[src/rtl/btb_predictor_if.sv]
// ---------------------------------------------------------------------------
// btb_predictor_if
//
// Purpose:
//    Bundles the IF-stage lookup signals and the EX-stage training signals of
//    the branch target buffer into one interface. The pipeline side uses the
//    master modport and the predictor uses the slave modport.
//
// Signal summary:
//    predict_pc        fetch PC presented by the IF stage (32 bits)
//    predict_hit       a valid entry's tag matches predict_pc
//    predict_taken     the matching entry predicts taken
//    predict_next_pc   stored target when hit and taken, else predict_pc+4
//    update_en         EX resolved a conditional branch this cycle
//    update_pc         PC of the resolved branch
//    update_taken      actual branch outcome
//    update_target     actual taken target
//    update_mispredict pipeline mispredicted this branch (qualified by update_en)
//    mispredict_count  saturating count of mispredicted branches
// ---------------------------------------------------------------------------
interface btb_predictor_if;

   logic [31:0] predict_pc;
   logic        predict_hit;
   logic        predict_taken;
   logic [31:0] predict_next_pc;

   logic        update_en;
   logic [31:0] update_pc;
   logic        update_taken;
   logic [31:0] update_target;
   logic        update_mispredict;

   logic [31:0] mispredict_count;

   // Pipeline side: drives the fetch PC and the resolution results.
   modport master (
      output predict_pc,
      input  predict_hit,
      input  predict_taken,
      input  predict_next_pc,
      output update_en,
      output update_pc,
      output update_taken,
      output update_target,
      output update_mispredict,
      input  mispredict_count
   );

   // Predictor side: answers lookups and absorbs training.
   modport slave (
      input  predict_pc,
      output predict_hit,
      output predict_taken,
      output predict_next_pc,
      input  update_en,
      input  update_pc,
      input  update_taken,
      input  update_target,
      input  update_mispredict,
      output mispredict_count
   );

endinterface

[src/rtl/btb_predictor.sv]
// ---------------------------------------------------------------------------
// btb_predictor
//
// Purpose:
//    Direct-mapped branch target buffer with a saturating direction counter
//    per entry. Lookup is combinational from the fetch PC (zero latency);
//    training from the EX stage is applied on the rising clk edge. A 32-bit
//    saturating counter tracks mispredicted branches for performance runs.
//
// Ports:
//    clk    clock
//    reset  synchronous, active-high; flushes the table and the counter
//    bus    btb_predictor_if.slave (lookup, update and counter signals)
//
// Parameters:
//    ENTRIES   number of table entries, power of 2, >= 4
//    TAG_BITS  tag width taken from the PC bits just above the index
//    CNT_BITS  direction counter width, >= 1
//
// Optional build macro:
//    BTB_GSHARE_EN  when defined, the table index is the PC index XORed with
//                   a global branch history register (gshare indexing). Tags
//                   stay pure PC bits and the port list is unchanged.
// ---------------------------------------------------------------------------
module btb_predictor #(
   parameter int ENTRIES  = 64,
   parameter int TAG_BITS = 8,
   parameter int CNT_BITS = 2
) (
   input  logic             clk,
   input  logic             reset,
   btb_predictor_if.slave   bus
);

   localparam int IDX_W  = $clog2(ENTRIES);
   localparam int TAG_LO = IDX_W + 2;
   localparam int TAG_HI = IDX_W + 1 + TAG_BITS;

   localparam logic [CNT_BITS-1:0] CNT_MAX  = '1;
   localparam logic [CNT_BITS-1:0] CNT_WEAK = CNT_BITS'(1) << (CNT_BITS - 1);

   logic                valid_q  [ENTRIES];
   logic [TAG_BITS-1:0] tag_q    [ENTRIES];
   logic [31:0]         target_q [ENTRIES];
   logic [CNT_BITS-1:0] cnt_q    [ENTRIES];

   logic [31:0]         mispredict_q;

   logic [IDX_W-1:0]    pred_idx;
   logic [TAG_BITS-1:0] pred_tag;
   logic [IDX_W-1:0]    upd_idx;
   logic [TAG_BITS-1:0] upd_tag;
   logic                upd_hit;

   // The two low PC bits and everything above the tag never reach the table.
   logic unused_pc_bits;
   assign unused_pc_bits = ^{bus.predict_pc[31:TAG_HI+1], bus.predict_pc[1:0],
                             bus.update_pc[31:TAG_HI+1],  bus.update_pc[1:0]};

`ifdef BTB_GSHARE_EN
   logic [IDX_W-1:0] ghr_q;

   // Global history: shift in every resolved outcome. The update index below
   // uses the value before this shift, since both read ghr_q on the same edge.
   always_ff @(posedge clk) begin
      if (reset) begin
         ghr_q <= '0;
      end else if (bus.update_en) begin
         ghr_q <= {ghr_q[IDX_W-2:0], bus.update_taken};
      end
   end

   // Gshare indexing: PC index folded with history for both lookup and update.
   assign pred_idx = bus.predict_pc[IDX_W+1:2] ^ ghr_q;
   assign upd_idx  = bus.update_pc[IDX_W+1:2]  ^ ghr_q;
`else
   // Plain direct-mapped indexing straight from the word-aligned PC.
   assign pred_idx = bus.predict_pc[IDX_W+1:2];
   assign upd_idx  = bus.update_pc[IDX_W+1:2];
`endif

   assign pred_tag = bus.predict_pc[TAG_HI:TAG_LO];
   assign upd_tag  = bus.update_pc[TAG_HI:TAG_LO];

   // Lookup reads the registered table directly, so a same-cycle update to the
   // same entry is not visible until the following cycle (read-old).
   assign bus.predict_hit     = valid_q[pred_idx] && (tag_q[pred_idx] == pred_tag);
   assign bus.predict_taken   = bus.predict_hit && cnt_q[pred_idx][CNT_BITS-1];
   assign bus.predict_next_pc = bus.predict_taken ? target_q[pred_idx]
                                                  : bus.predict_pc + 32'd4;

   // Training side tag compare against the entry the resolved branch maps to.
   assign upd_hit = valid_q[upd_idx] && (tag_q[upd_idx] == upd_tag);

   // Valid bits and direction counters. A hit trains the counter with
   // saturation at both ends; a taken miss (re)allocates the entry as weakly
   // taken; a not-taken miss leaves the table alone. Reset wins over any
   // concurrent update so the flush is never partially undone.
   always_ff @(posedge clk) begin
      if (reset) begin
         for (int i = 0; i < ENTRIES; i++) begin
            valid_q[i] <= 1'b0;
            cnt_q[i]   <= '0;
         end
      end else if (bus.update_en) begin
         if (upd_hit) begin
            if (bus.update_taken) begin
               if (cnt_q[upd_idx] != CNT_MAX) begin
                  cnt_q[upd_idx] <= cnt_q[upd_idx] + CNT_BITS'(1);
               end
            end else begin
               if (cnt_q[upd_idx] != '0) begin
                  cnt_q[upd_idx] <= cnt_q[upd_idx] - CNT_BITS'(1);
               end
            end
         end else if (bus.update_taken) begin
            valid_q[upd_idx] <= 1'b1;
            cnt_q[upd_idx]   <= CNT_WEAK;
         end
      end
   end

   // Tag and target payload carry no reset: they are meaningless while the
   // valid bit is clear. Any taken update writes both, which covers a hit
   // (tag rewritten with the same value) and an allocation alike.
   always_ff @(posedge clk) begin
      if (!reset && bus.update_en && bus.update_taken) begin
         tag_q[upd_idx]    <= upd_tag;
         target_q[upd_idx] <= bus.update_target;
      end
   end

   // Misprediction counter: the mispredict flag only counts when qualified by
   // update_en, and the counter sticks at all-ones rather than wrapping.
   always_ff @(posedge clk) begin
      if (reset) begin
         mispredict_q <= '0;
      end else if (bus.update_en && bus.update_mispredict && (mispredict_q != '1)) begin
         mispredict_q <= mispredict_q + 32'd1;
      end
   end

   assign bus.mispredict_count = mispredict_q;

endmodule
[src/flat_wrapper.sv]
// flat-port wrapper written by rule: the top's interface ports become plain ports
module btb_predictor_flat 
#(
   parameter int ENTRIES  = 64,
   parameter int TAG_BITS = 8,
   parameter int CNT_BITS = 2
)
  (clk, reset, bus_predict_pc, bus_predict_hit, bus_predict_taken, bus_predict_next_pc, bus_update_en, bus_update_pc, bus_update_taken, bus_update_target, bus_update_mispredict, bus_mispredict_count);
  btb_predictor_if bus_i ();
  input  logic clk;
  input  logic reset;
  input wire logic [$bits(bus_i.predict_pc)-1:0] bus_predict_pc;
  output wire logic [$bits(bus_i.predict_hit)-1:0] bus_predict_hit;
  output wire logic [$bits(bus_i.predict_taken)-1:0] bus_predict_taken;
  output wire logic [$bits(bus_i.predict_next_pc)-1:0] bus_predict_next_pc;
  input wire logic [$bits(bus_i.update_en)-1:0] bus_update_en;
  input wire logic [$bits(bus_i.update_pc)-1:0] bus_update_pc;
  input wire logic [$bits(bus_i.update_taken)-1:0] bus_update_taken;
  input wire logic [$bits(bus_i.update_target)-1:0] bus_update_target;
  input wire logic [$bits(bus_i.update_mispredict)-1:0] bus_update_mispredict;
  output wire logic [$bits(bus_i.mispredict_count)-1:0] bus_mispredict_count;
  assign bus_i.predict_pc = bus_predict_pc;
  assign bus_predict_hit = bus_i.predict_hit;
  assign bus_predict_taken = bus_i.predict_taken;
  assign bus_predict_next_pc = bus_i.predict_next_pc;
  assign bus_i.update_en = bus_update_en;
  assign bus_i.update_pc = bus_update_pc;
  assign bus_i.update_taken = bus_update_taken;
  assign bus_i.update_target = bus_update_target;
  assign bus_i.update_mispredict = bus_update_mispredict;
  assign bus_mispredict_count = bus_i.mispredict_count;
  btb_predictor #(.ENTRIES(ENTRIES), .TAG_BITS(TAG_BITS), .CNT_BITS(CNT_BITS)) u_core (.clk(clk), .reset(reset), .bus(bus_i));
endmodule
[config.mk]
export PLATFORM = sky130hd
export DESIGN_NAME = btb_predictor_flat
export DESIGN_NICKNAME = d
export VERILOG_FILES = /design/src/rtl/btb_predictor_if.sv /design/src/rtl/btb_predictor.sv /design/src/flat_wrapper.sv
export SDC_FILE = /design/constraint.sdc
export NUM_CORES = 2
export LEC_CHECK = 0
export ABC_AREA = 1
export ABC_CLOCK_PERIOD_IN_PS = 4300
export BUFFER_PORTS_ARGS = -buffer_cell sky130_fd_sc_hd__buf_2
export CAP_MARGIN = 40
export CORE_MARGIN = 1
export CORE_UTILIZATION = 40
export DETAILED_ROUTE_END_ITERATION = 7
export HOLD_SLACK_MARGIN = 0.1
export RECOVER_POWER = 50
export SYNTH_ARGS = -nofsm -noshare
export SYNTH_HDL_FRONTEND = slang
export SYNTH_SLANG_ARGS = --single-unit
[constraint.sdc]
create_clock -name clk -period 4.3 [get_ports clk]
set_input_delay 0.43 -clock clk [delete_from_list [all_inputs] [get_ports clk]]
set_output_delay 0.43 -clock clk [all_outputs]
set_load 0.005 [all_outputs]
# Yosys cells after proc, flatten, opt, wreduce, memory -nomap -nowiden

Memory sizes are Yosys's and may differ from the RTL's.
Index checks and enable logic that the tools add are counted.

Eq/ne operators: 4
Muxes and demuxes: 30
Add/sub/neg operators: 4
Reductions and logical operators: 11
Bitwise operators: 2

Operators by type and width:

| operator              | count |
|---|---|
| $add 32x1->32 const B | 1 |
| $add 32x3->32 const B | 1 |
| $mux 32               | 1 |
| $ne 32x32->1 const B  | 1 |
| $mux 1                | 24 |
| $eq 8x8->1            | 2 |
| $mux 6                | 2 |
| $logic_and 1x1->1     | 7 |
| $mux 2                | 3 |
| $add 2x1->2 const B   | 1 |
| $ne 2x2->1 const B    | 1 |
| $or 1x1->1            | 2 |
| $reduce_bool 2->1     | 1 |
| $reduce_or 2->1       | 1 |
| $sub 2x1->2 const B   | 1 |
| $logic_not 1->1       | 1 |
| $reduce_or 1->1       | 1 |

Register bits after elaboration: 32
Input port bits: 101
Memories: 4
Output and inout port bits: 66
RAM bits: 2752

Memory list:

| name            | words | width | read ports | clocked after memory_dff | wr ports | RTL line            | RTL |
|---|---|---|---|---|---|---|---|
| u_core.target_q | 64    | 32    | 1          | 0                        | 1        | btb_predictor.sv:44 | `logic [31:0] target_q [ENTRIES];` |
| u_core.tag_q    | 64    | 8     | 2          | 0                        | 1        | btb_predictor.sv:43 | `logic [TAG_BITS-1:0] tag_q [ENTRIES];` |
| u_core.cnt_q    | 64    | 2     | 2          | 0                        | 64       | btb_predictor.sv:45 | `logic [CNT_BITS-1:0] cnt_q [ENTRIES];` |
| u_core.valid_q  | 64    | 1     | 2          | 0                        | 64       | btb_predictor.sv:42 | `logic valid_q [ENTRIES];` |

# Logic depth before layout (Yosys ltp)

An unclocked memory read counts as a cell.

Depth after elaboration: 12
Mapped depth: 25
Gate-level depth less buffers: 21

# Worst setup path before layout

No wires, ideal clock.

Path type: input to register
From: in bus_update_pc[4]
To: mem u_core.tag_q[57][0] (enable)
Path slack: -327 ps
Stages on the path: 6
Data arrival time: 4140 ps
Cell sequence: buf_2 nor2_1 buf_2 nand2_2 buf_2 nor3_1

RTL lines:

| element     | RTL line            | RTL |
|---|---|---|
| from (decl) | flat_wrapper.sv:17  | `input wire logic [$bits(bus_i.update_pc)-1:0] bus_update_pc;` |
| to (decl)   | btb_predictor.sv:43 |  |

No word-level cell before the write port.

# Worst setup path after layout

From: in bus_update_pc[7]
To: mem u_core.target_q[34][20] (enable)

RTL lines:

| element   | RTL line |
|---|---|
| to (decl) | btb_predictor.sv:44 |

No word-level cell before the write port.

==> summary.txt <==
Power and ir drop
  • Clock share of power: 42.7%
  • Int Pwr: 45.8 mW
  • LEAKAGE: 46.8 nW
  • Power density over cell area: 435 mW/mm²
  • Logic pwr share: 7.2%
  • Sequential share of power: 50.2%
  • Psw: 13.8 mW
  • Net Sw Frac: 23.1%
  • Maximum vdd ir drop: 0.000355 V

Setup path
  • Reg2Reg Setup Slack: 0.93 ns
  • CP max FO: 12
  • R2R cell count: 18
  • Crit path buf inv count: 7
  • Crit path required time: 4.86 ns
  • Critical R2R Capture: u_core.cnt_q[63][1]
  • Crit-path max cell delay: 1.27 ns
  • WS Path Type: input port to flip-flop
  • Largest delay contributor family on the critical path: buffers and inverters
  • Kind of end point of the critical path: flip-flop
  • Top cell by count, worst path: inv_1
  • Worst-path cell chain: buf_2, inv_1, nor3_1, clkbuf_1, inv_1, nor2_1, inv_1, nor2_1, dlymetal6s2s_1, buf_12
  • CP startpoint kind: input port
  • CP max-delay cell: dlymetal6s2s_1
  • Worst r2r src: u_core.tag_q[34][1]
  • CP arrival: 4.78 ns

Timing
  • Max Slew Vio Count: 2148
  • Final setup vio count: 0
  • Final setup margin: 0.0738 ns
  • Final Cycle Share: 98.3%
  • Max_slew headroom: -102%
  • Clock skew: 0.0641 ns
  • Worst Max-Slew Pin Slew: 3.02 ns
  • Setup TNS: 0 ns
  • Min cycle time layout: 4.23 ns
  • Hold slack: 0.173 ns
  • Fmax: 237 MHz
  • Unrepaired setup endpoints after global routing: no
  • Final hold violation count: 0

Global route
  • Largest net degree at the start of global routing: 203
  • Initial antenna violation count: 19
  • First-pass GRT wire length: 568000 µm
  • Vias in the first global route: 82.9k
  • Total grt overflow: 0
  • Gr usage total: 25.8%

Logic synthesis
  • Mapped Area: 0.119 mm²
  • Sequential share of the synthesized area: 69.6%
  • Ys flop type: edfxtp_1
  • Top-area cell type share of the netlist area: 68.0%
  • Ys Warns: 0
  • Synth Net Count: 10.8k
  • #FFs+latches synth: 2784
  • Number of flops mapped to enable cells by yosys: 2688
  • Mean area per synthesized cell: 11.1 µm²
  • Ranking of synthesized cells by area: edfxtp_1, o21ai_0, nand2_1
  • Cell taking the most area after synthesis: edfxtp_1
  • Async S/R FF share, synth: 0%
  • Cell count after synthesis: 10.7k
  • Post-synthesis cell type count: 48

Hold path
  • Hold Path End: u_core.bus.mispredict_count[6]
  • Hold Path Class: input port to flip-flop
  • Hold depth: 4
  • Hold Startpoint: reset

Clock network
  • CTS tree: built
  • Root buf cell: clkbuf_16
  • Max clock buf depth: 4
  • # Post-CTS Setup Buffers: 0
  • Clock Pin Slew Worst Setup and Hold Paths: 0.06 ns
  • TritonCTS sink count: 2784
  • CTS H-tree lvls: 5
  • Clk_lat worst skew: 0.85 ns
  • Cts bufs inserted: 302

Finish
  • Share of layout cells above drive strength 1: 9.09%
  • Most frequent cells in the layout: edfxtp_1, nand2_1, o21ai_0
  • Most common cell after layout, fill and taps aside: edfxtp_1
  • Area added between synthesis and finish: 15.1%
  • Final nets: 10.9k
  • Post-route design area: 0.137 mm²
  • Cell Count, Final, Fillers Out: 15.0k

Die
  • Total core area: 0.295 mm²
  • Die Wd: 547 µm
  • Rows: 199
  • Chip Height: 547 µm
  • Initial core utilization: 40.3%
  • Die Area: 0.299 mm²
  • I/O pins: 167

Placed design
  • Placed inst area: 0.127 mm²
  • Dpl cells: 14.4k
  • Dpl hpwl: 225000 µm
  • I/O Buffers: 148
  • RD Place Congestion: 0.884
  • Pre-CTS WS: 0.0508 ns

Routing
  • DR pass1 iterations: 8
  • Antenna Nets Post-Route: 0
  • Final wirelength: 397000 µm
  • DRC violations left: 4
  • Via count: 88.4k
  • Drt wl/cell: 26.5 µm
  • DR vias/cell: 5.90
  • 1st-iter DRT viols: 12.0k

Run status
  • Status: finished with violations
  • Failing checks: DRC, capacitance limit, slew limit

Flow run
  • Max cap viols: 43
-- flip-flops by register name (all words and copies together), names as in the netlist --
register                     cells
u_core.bus.mispredict_count     32
u_core.cnt_q                   128
u_core.tag_q                   512
u_core.target_q               2048
u_core.valid_q                  64
-- how the worst max path moves through the flow --
stage / start / to / slack (ns) / cells past startpoint
finish: bus_update_pc[7] / u_core.target_q[34][20] / 0.07 / 10
CTS: bus_predict_pc[2] / bus_predict_next_pc[3] / 0.19 / 17
global route: bus_predict_pc[5] / bus_predict_next_pc[30] / 0.05 / 16
floorplan: bus_update_pc[4] / u_core.tag_q[41][0] / 0.62 / 8
detailed placement: bus_update_pc[4] / u_core.cnt_q[36][1] / 0.05 / 20
global placement: bus_update_pc[4] / u_core.cnt_q[50][1] / 0.13 / 20
-- worst register-to-register path, delay by kind of cell, from the launching register on --
family	cells	cell delay [ns]
AOI/OAI and AO/OA	2	0.66
buffers and inverters	4	0.63
DFF	1	0.40
and+or+nand+nor	12	1.39
-- area by class of cell --
class | count | area [µm²]
antenna | 9 | 22.5
clock buffer | 373 | 7980
clock inverter | 167 | 1540
fill | 26300 | 158000
inverter | 570 | 2180
multi-input combinational | 6553 | 31400
sequential | 2784 | 82600
tap | 3919 | 4900
timing repair buffer | 621 | 6090
-- repair_timing --
action	CTS	global route
endpoints found under the hold margin	794	192
setup endpoints to repair	0	15
hold buffers	32	3
gates resized for setup	0	4
-- power groups by stage --
stage	Sequential, mW	Clock (mW)	Combinational, mW
final	29.9	25.4	4.26
after global routing	29.9	26.7	4.57
after CTS	29.8	25.7	4.26
after detailed placement	30.4	0	4.22
after global placement	30.4	0	4.08
after floorplan	30.4	0	2.20
-- through the flow --
step	power [mW]	utilization (%)
floorplan	32.6	-
finish	59.5	46.4
CTS	59.8	46.6
detailed placement	34.6	43.3
global placement	34.5	43.0
global route	61.1	46.4
-- metal layers --
metal  vias to the layer above  GRT usage [%]  wire length, µm
met5                         -              0               45
met4                         6           11.8            20000
met1                     44000           34.5           154000
met2                      4926           40.8           182000
met3                       925           4.62            40900
li1                      38600              -                -
-- cells by family after synthesis --
| group | share of synthesized area [%] |
|---|---|
| compound gates | 12.7 |
| xor+xnor | 0.229 |
| fa+ha+maj | 0.0211 |
| buf+inv | 4.44 |
| flops | 69.6 |
| simple gates | 13.0 |
-- cell usage after synthesis, types with 2 or more instances --
| cell type | n |
|---|---|
| a21oi_1 | 396 |
| a22o_1 | 11 |
| a22oi_1 | 9 |
| a31oi_1 | 25 |
| buf_1 | 38 |
| buf_2 | 204 |
| buf_4 | 16 |
| buf_6 | 3 |
| clkbuf_1 | 483 |
| clkinv_1 | 5 |
| dfxtp_1 | 96 |
| edfxtp_1 | 2688 |
| ha_1 | 2 |
| inv_1 | 560 |
| inv_2 | 5 |
| nand2_1 | 1708 |
| nand2_2 | 4 |
| nand3_1 | 507 |
| nand3b_1 | 5 |
| nand4_1 | 61 |
| nor2_1 | 1471 |
| nor2_2 | 3 |
| nor3_1 | 40 |
| nor3b_1 | 2 |
| nor4_1 | 4 |
| o211ai_1 | 150 |
| o21a_1 | 5 |
| o21ai_0 | 1472 |
| o21ai_1 | 38 |
| o221ai_1 | 196 |
| o22ai_1 | 372 |
| or2_1 | 7 |
| or2_2 | 21 |
| xnor2_1 | 9 |
| xor2_1 | 22 |
No activity file was read; power rests on OpenSTA's default activity.
